==> config.mk <==
export PLATFORM = sky130hd
export DESIGN_NAME = tile_fetch
export DESIGN_NICKNAME = d
export VERILOG_FILES = /design/src/rtl/tile_pkg.sv /design/src/rtl/tile_pix_shift.sv /design/src/rtl/tile_fetch.sv
export SDC_FILE = /design/constraint.sdc
export NUM_CORES = 1
export LEC_CHECK = 0
export CAP_MARGIN = 10
export CORE_ASPECT_RATIO = 1.25
export CORE_MARGIN = 4
export CORE_UTILIZATION = 45
export DETAILED_ROUTE_END_ITERATION = 10
export PLACE_DENSITY = 0.78
export SLEW_MARGIN = 10
export SYNTH_ARGS = -nofsm -noshare
export SYNTH_HDL_FRONTEND = slang
export SYNTH_SLANG_ARGS = --single-unit
==> constraint.sdc <==
create_clock -name clk -period 1.6 [get_ports clk]
set_input_delay 0.4 -clock clk [delete_from_list [all_inputs] [get_ports clk]]
set_output_delay 0.4 -clock clk [all_outputs]
set_load 0.005 [all_outputs]
==> src/rtl/tile_pkg.sv <==
// Shared tile fetch types and widths: word address, pixel and palette widths,
// fetch FSM state encoding, and the nibble-reversal helper used for flip_x.
package tile_pkg;
  localparam int TILE_ADDR_W = 18;
  localparam int PIX_W       = 4;
  localparam int PAL_W       = 6;
  localparam int NPIX        = 8;
  localparam int WORD_W      = NPIX * PIX_W;
  localparam int X_W         = 3;

  typedef enum logic [1:0] {IDLE, REQ, SHIFT, GAP} fetch_state_t;

  // Reverse nibble order so a flipped row can use the same MSB-first shifter
  function automatic logic [WORD_W-1:0] flip_nibbles(input logic [WORD_W-1:0] w);
    logic [WORD_W-1:0] r;
    r = '0;
    for (int i = 0; i < NPIX; i++)
      r[i*PIX_W +: PIX_W] = w[(NPIX-1-i)*PIX_W +: PIX_W];
    return r;
  endfunction
endpackage

==> src/rtl/tile_pix_shift.sv <==
// Pixel serializer for one tile row: holds the fetched word (pre-flipped on
// load), always presents the top nibble, and counts pix_x in output order.
module tile_pix_shift
  import tile_pkg::*;
(
  input  logic                   clk,
  input  logic                   reset,
  input  logic                   load,
  input  logic [WORD_W-1:0]      load_data,
  input  logic                   load_flip,
  input  logic [PAL_W-1:0]       load_palette,
  input  logic                   advance,
  output logic [PAL_W+PIX_W-1:0] pix_data,
  output logic [X_W-1:0]         pix_x,
  output logic                   pix_opaque,
  output logic                   nib_zero,
  output logic                   last
);
  logic [WORD_W-1:0] sr;
  logic [PAL_W-1:0]  pal;
  logic [PIX_W-1:0]  nib;

  // Load a new row or shift out one nibble per consumed transfer
  always_ff @(posedge clk) begin
    if (reset) begin
      sr    <= '0;
      pal   <= '0;
      pix_x <= '0;
    end else if (load) begin
      sr    <= load_flip ? flip_nibbles(load_data) : load_data;
      pal   <= load_palette;
      pix_x <= '0;
    end else if (advance) begin
      sr    <= {sr[WORD_W-PIX_W-1:0], {PIX_W{1'b0}}};
      pix_x <= pix_x + 3'd1;
    end
  end

  assign nib        = sr[WORD_W-1 -: PIX_W];
  assign pix_data   = {pal, nib};
  assign pix_opaque = |nib;
  assign nib_zero   = ~|nib;
  assign last       = (pix_x == 3'd7);
endmodule

==> src/rtl/tile_fetch.sv <==
// Tile row fetcher: requests one 32-bit word from tile_cache, then streams its
// eight 4bpp pixels with a valid/ready handshake.
// Optional build macro TILE_FETCH_SKIP_TRANSPARENT_EN: index-0 pixels are
// consumed internally in one cycle without asserting pix_valid.
module tile_fetch
  import tile_pkg::*;
(
  input  logic                   clk,
  input  logic                   reset,
  input  logic                   start,
  input  logic [14:0]            tile_code,
  input  logic [2:0]             tile_row,
  input  logic                   flip_x,
  input  logic [PAL_W-1:0]       palette,
  output logic                   busy,
  output logic                   done,
  output logic                   cache_req,
  output logic [TILE_ADDR_W-1:0] cache_addr,
  input  logic                   cache_valid,
  input  logic [WORD_W-1:0]      cache_data,
  output logic                   pix_valid,
  input  logic                   pix_ready,
  output logic [PAL_W+PIX_W-1:0] pix_data,
  output logic [X_W-1:0]         pix_x,
  output logic                   pix_opaque
);
  fetch_state_t     state, state_nx;
  logic             load, advance, last, nib_zero, flip_q;
  logic [PAL_W-1:0] pal_q;

  // State register
  always_ff @(posedge clk) begin
    if (reset) state <= IDLE;
    else       state <= state_nx;
  end

  // Capture request parameters when a start is accepted
  always_ff @(posedge clk) begin
    if (reset) begin
      cache_addr <= '0;
      flip_q     <= 1'b0;
      pal_q      <= '0;
    end else if (state == IDLE && start) begin
      cache_addr <= {tile_code, tile_row};
      flip_q     <= flip_x;
      pal_q      <= palette;
    end
  end

  // Next state and handshake decode; cache_req is low outside REQ, so it
  // always drops for the whole SHIFT/GAP/IDLE stretch between requests
  always_comb begin
    state_nx  = state;
    load      = 1'b0;
    advance   = 1'b0;
    busy      = 1'b1;
    done      = 1'b0;
    cache_req = 1'b0;
    pix_valid = 1'b0;
    unique case (state)
      IDLE: begin
        busy = 1'b0;
        if (start) state_nx = REQ;
      end
      REQ: begin
        cache_req = 1'b1;
        if (cache_valid) begin
          load     = 1'b1;
          state_nx = SHIFT;
        end
      end
      SHIFT: begin
`ifdef TILE_FETCH_SKIP_TRANSPARENT_EN
        pix_valid = ~nib_zero;
        advance   = pix_ready | nib_zero;
`else
        pix_valid = 1'b1;
        advance   = pix_ready;
`endif
        if (advance && last) state_nx = GAP;
      end
      GAP: begin
        done     = 1'b1;
        state_nx = IDLE;
      end
      default: state_nx = IDLE;
    endcase
  end

  tile_pix_shift u_shift (
    .clk          (clk),
    .reset        (reset),
    .load         (load),
    .load_data    (cache_data),
    .load_flip    (flip_q),
    .load_palette (pal_q),
    .advance      (advance),
    .pix_data     (pix_data),
    .pix_x        (pix_x),
    .pix_opaque   (pix_opaque),
    .nib_zero     (nib_zero),
    .last         (last)
  );
endmodule
# ---- Yosys cells after proc, flatten, opt, wreduce, memory -nomap -nowiden
# Cells that the tools add are included.
dict set report classes {
  muxes 14
  add_sub_neg 1
  div_mod_pow 0
  mul 0
  reduce_logical 7
  eq_ne 7
  bitwise_logic 0
  n_shift 0
  order_cmp 0
}
# operator n
set ops {}
lappend ops {{$mux W32} 3}
lappend ops {{$pmux W2 S4} 1}
lappend ops {{$mux W1} 7}
lappend ops {{$mux W2} 3}
lappend ops {{$ne A2 B2 Y1 const B} 3}
lappend ops {{$eq A2 B2 Y1 const B} 2}
lappend ops {{$reduce_or A4 Y1} 1}
lappend ops {{$add A3 B1 Y3 const B} 1}
lappend ops {{$eq A3 B3 Y1 const B} 1}
lappend ops {{$reduce_and A3 Y1} 1}
lappend ops {{$eq A2 B1 Y1 const B} 1}
lappend ops {{$logic_and A1 B1 Y1} 2}
lappend ops {{$logic_not A2 Y1} 1}
lappend ops {{$reduce_bool A2 Y1} 1}
lappend ops {{$reduce_or A2 Y1} 1}
dict set report word_totals {
  output_inout_bits 36
  wordCells 36
  regBits 68
  input_bits 62
  latchBits 0
  n_memories 0
  rom_bits 0
  ram_bits 0
}

# ---- Longest topological paths before layout
dict set report logic_depth {
  word_depth 4
  mapped_depth 7
  ltp_nobuf 5
}

# ---- Cells and area by module
# A second synthesis with hierarchy kept.
dict set report unflattened {
  hier_cells 313
  area_unflattened_um2 3305.7
}
# mod area_per_inst_um2 n_inst seq_area_each_um2 cells_per_inst
set modules_own_cells {}
lappend modules_own_cells {tile_pix_shift 2135.8 1 820.8 183}
lappend modules_own_cells {tile_fetch 1169.9 1 540.5 130}

# ---- Least setup slack after synthesis
# OpenSTA, ideal clock, no wires.
dict set report synth_path {
  kind {reg-to-reg}
  startpoint {register state[1]}
  endpoint {register u_shift.sr[29]}
  path_slack_ns 0.160
  setup_ns 0.095
  arrival_ns 1.344
  n_path_buf 2
  stages_incl_launch_ff 8
  required_time_ns 1.505
  path_cell_list {dfxtp_1 inv_1 ha_1 nand2_1 buf_4 buf_2 a21oi_1 a221oi_1}
}
dict set report synth_between {
  elab_chain_cells 3
}
# element line
set synth_lines {}
lappend synth_lines {{start, declared} tile_fetch.sv:27} ;# fetch_state_t state, state_nx;
lappend synth_lines {{start signal, assigned} tile_fetch.sv:34} ;# else state <= state_nx;
lappend synth_lines {{$eq A2 B1 Y1 / $eq A2 B2 Y1 (equally long branches)} tile_fetch.sv:60} ;# unique case (state)
lappend synth_lines {{$mux W1} tile_fetch.sv:60}
lappend synth_lines {{$mux W32 / $reduce_bool A2 Y1 (equally long branches)} n/a}
lappend synth_lines {{end signal, assigned} tile_pix_shift.sv:30} ;# sr <= load_flip ? flip_nibbles(load_data) : load_data;
lappend synth_lines {{end signal, assigned} tile_pix_shift.sv:34} ;# sr <= {sr[WORD_W-PIX_W-1:0], {PIX_W{1'b0}}};
lappend synth_lines {{end, declared} tile_pix_shift.sv:19} ;# logic [WORD_W-1:0] sr;
# Several ways; a longest one is shown, not always the timed one.
# A chain may end at the register's enable or synchronous reset.

# ---- Worst setup path in the final report
dict set report layout_path {
  startpoint {register u_shift.sr[30]}
  endpoint {output pix_opaque}
}
dict set report layout_between {
  elab_chain_cells 1
}
# element line
set layout_lines {}
lappend layout_lines {{$reduce_or A4 Y1} tile_pix_shift.sv:41} ;# assign pix_opaque = |nib;
lappend layout_lines {{end, declared} tile_fetch.sv:25} ;# output logic pix_opaque
# Every way passes these cells.

==> summary.md <==
| Metric | Value |
|---|---|
| Post-Place Setup Slack | -156.9 ps |
| Crit path arrival time | 1340 ps |
| Setup violations, final | 1 |
| Drt drc | 0 |
| Startpoint types | flop |
| Detailed placer's ending HPWL | 5.592 mm |
| Max Slew Vio Count | 0 |
| Cts-stage hold buffer count | 0 |
| Max clock buf depth | 2 |
| Net Sw Frac | 0.3160 |
| Pin count of the biggest net entering global routing | 70 |
| Seq/Total Area, Yosys | 0.4355 |
| Die X-Extent | 82.54 um |
| Diode count | 0 |
| Commonest cells after routing, fill and taps aside | nand2_1, a21oi_1, clkdlybuf4s50_1 |
| Row count | 33 |
| Synth area leaders | dfxtp_1, a21oi_1, nand2_1 |
| Fmax | around 580 MHz |
| Clk_lat worst skew | 340 ps |
| Post-synthesis cell count | approximately 360 |
| P_sw | 0.002021 W |
| P_leak | 2.191 nW |
| Most common cell after layout, fill and taps aside | nand2_1 |
| RSZ-0062 raised after global routing | true |
| Area delta synth->final | 49.64% |
| Clock skew | between 10 and 15 ps |
| Fin. Hold Viols | 0 |
| HP Class | reg -> reg |
| Setup slack after layout | -136.6 ps |
| Synth area leader | dfxtp_1 |
| Core ar. | 6648 sq um |
| Crit-path max FO | 2 |
| Initial antenna violation count | 0 |
| GP Congestion | about 0.77 |
| Synth cell types | 28 |
| WL final | approximately 8.7 mm |
| Worst-path clk slew | about 80 ps |
| Mapped cell area | 3125 sq um |
| Yosys reg bits | 68 |
| Die ar. | 8351 sq um |
| Share of power burned in registers | 0.346 |
| Vias/cell | 5.362 |
| GRT Residual Overflow | 0 |
| CTS tree | done |
| Wire per inst | around 16 um |
| Area share of the largest cell type after synthesis | 0.4355 |
| Avg Cell Area, Syn | 8.779 sq um |
| Combinational share of power | 0.381 |
| Outcome | finished, violations left |
| Worst Path Required | 1200 ps |
| Root buf cell | clkbuf_8 |
| Overall Global Routing Usage | 0.2006 |
| Failing checks | setup timing |
| Internal power | 0.004376 W |
| # IOs | ~100 |
| DRT antenna net count | 0 |
| Synth Warn # | 0 |
| First-pass GRT wire length | 13.01 mm |
| Fin crit period | 1737 ps |
| MaxCap Viol Count | 0 |
| Number of DRC markers in iteration 0 | 266 |
| Vias | 2944 |
| IO Port Bufs | 97 |
| CP Capture Type | output pin |
| Hold Slack | 451.1 ps |
| # clock sinks | 68 |
| Slew @ Worst Pin | roughly 320 ps |
| Iteration count of the initial detailed-routing pass | 4 |
| Vias in the first global route | 2782 |
| Final net count | 526 |
| Worst slew margin | 0.7861 |
| Mapped Nets | 425 |
| Starting Density | 0.4702 |
| Cts bufs inserted | 9 |
| Pwr dens | 1368 nW/um^2 |
| Filler cells | between 500 and 600 |
| Critical path class | reg -> out |
| Die height | about 100 um |
| Period Utilization, post-route | 1.085 |
| Max IR drop VDD | 0.7840 mV |
| Layout cells sized above 1 | 0.1688 |
| Clk network pwr share | 0.273 |
| H-Tree Level Count | 3 |
[synthesized netlist by cell type (all sizes together)]
| master | count |
|---|---|
| nand2 | 84 |
| a21bo | 1 |
| inv | 4 |
| dfxtp | 68 |
| xor2 | 1 |
| buf | 23 |
| nand2b | 17 |
| mux2 | 4 |
| nor3 | 3 |
| nor2 | 1 |
| and3 | 1 |
| mux2i | 31 |
| ha | 7 |
| a221oi | 28 |
| a31oi | 1 |
| o21a | 1 |
| nand3 | 4 |
| clkbuf | 11 |
| and2 | 2 |
| a21oi | 63 |
| or4 | 1 |
[power by group through the flow]
stage                     sequential (W)  combinational [W]  clock [W]
after global routing             0.00224            0.00267    0.00184
after detailed placement         0.00224            0.00226          0
after CTS                        0.00221            0.00223    0.00178
final                            0.00222            0.00244    0.00175
after floorplan                  0.00220            0.00128          0
after global placement           0.00222            0.00222          0
[metrics by stage]
step | std cells | utilization | TNS [ps] | cell area, sq um | total power (W)
CTS | 546 | 0.6787 | -372.2 | 4512 | 0.006225
floorplan | 356 | - | 0 | 3126 | 0.003478
finish | 549 | 0.7036 | -136.6 | 4677 | 0.006397
detailed placement | 529 | 0.6431 | -2973 | 4275 | 0.004496
global placement | 529 | 0.6431 | -2169 | 4275 | 0.004441
global route | 549 | 0.7036 | -199.6 | 4677 | 0.006759
[layout make-up]
cell class	count	area, sq um	area share
Clock buffer	9	123.9	0.02648
Timing Repair Buffer	124	1314	0.2809
Sequential cell	68	1373	0.2935
Tap cell	87	108.9	0.02327
Inverter	4	15.01	0.003210
Clock inverter	7	123.9	0.02648
Multi-Input combinational cell	250	1619	0.3462
[worst max-delay path, cell delays in order (launching register included)]
cell and delay, ps:
dfxtp_2 330, or4_4 530, buf_6 130
[cell families (layout without fill, tap and decap cells)]
group | after synthesis | count (layout) | synth area share
AO/OA/AOI/OAI | 94 | 94 | 0.1890
flip-flops | 68 | 68 | 0.4355
AND/OR/NAND/NOR | 113 | 113 | 0.1581
adder cells (fa/ha/maj) | 7 | 7 | 0.02802
XOR/XNOR | 1 | 1 | 0.002803
buffers and inverters | 38 | 144 | 0.07286
multiplexers | 35 | 35 | 0.1137
[metal layers]
metal  vias up  global-route usage  wire length (um)  part of all wire
li1       1450                   -                 -                 -
met1      1363              0.2402              3385              0.39
met2       114              0.3315              4423              0.51
met3        17             0.06050               716             0.082
met4         0             0.08302               159             0.018
met5         -                   0                 0                 0
[flip-flops by register name, summed over array words and instances (netlist names)]
register	count
u_shift.sr	32
cache_addr	18
pal_q	6
u_shift.pal	6
u_shift.pix_x	3
state	2
flip_q	1
[final timing paths]
kind,from,depth (start not counted),slack [ps],end
worst max-delay path,u_shift.sr[30],2,-140,pix_opaque
worst min-delay path,u_shift.pal[4],2,450,u_shift.pal[4]
worst max register to register,state[1],7,70,u_shift.sr[22]
worst min register to register,u_shift.pal[4],2,450,u_shift.pal[4]
[timing repair]
| item | CTS | global route |
|---|---|---|
| gates cloned | 0 | 3 |
| endpoints found under the setup margin | 29 | 40 |
| buffers inserted | 1 | 0 |
| pin swaps | 3 | 3 |
| resized for setup | 50 | 23 |
Power figures use the tool's default switching activity.
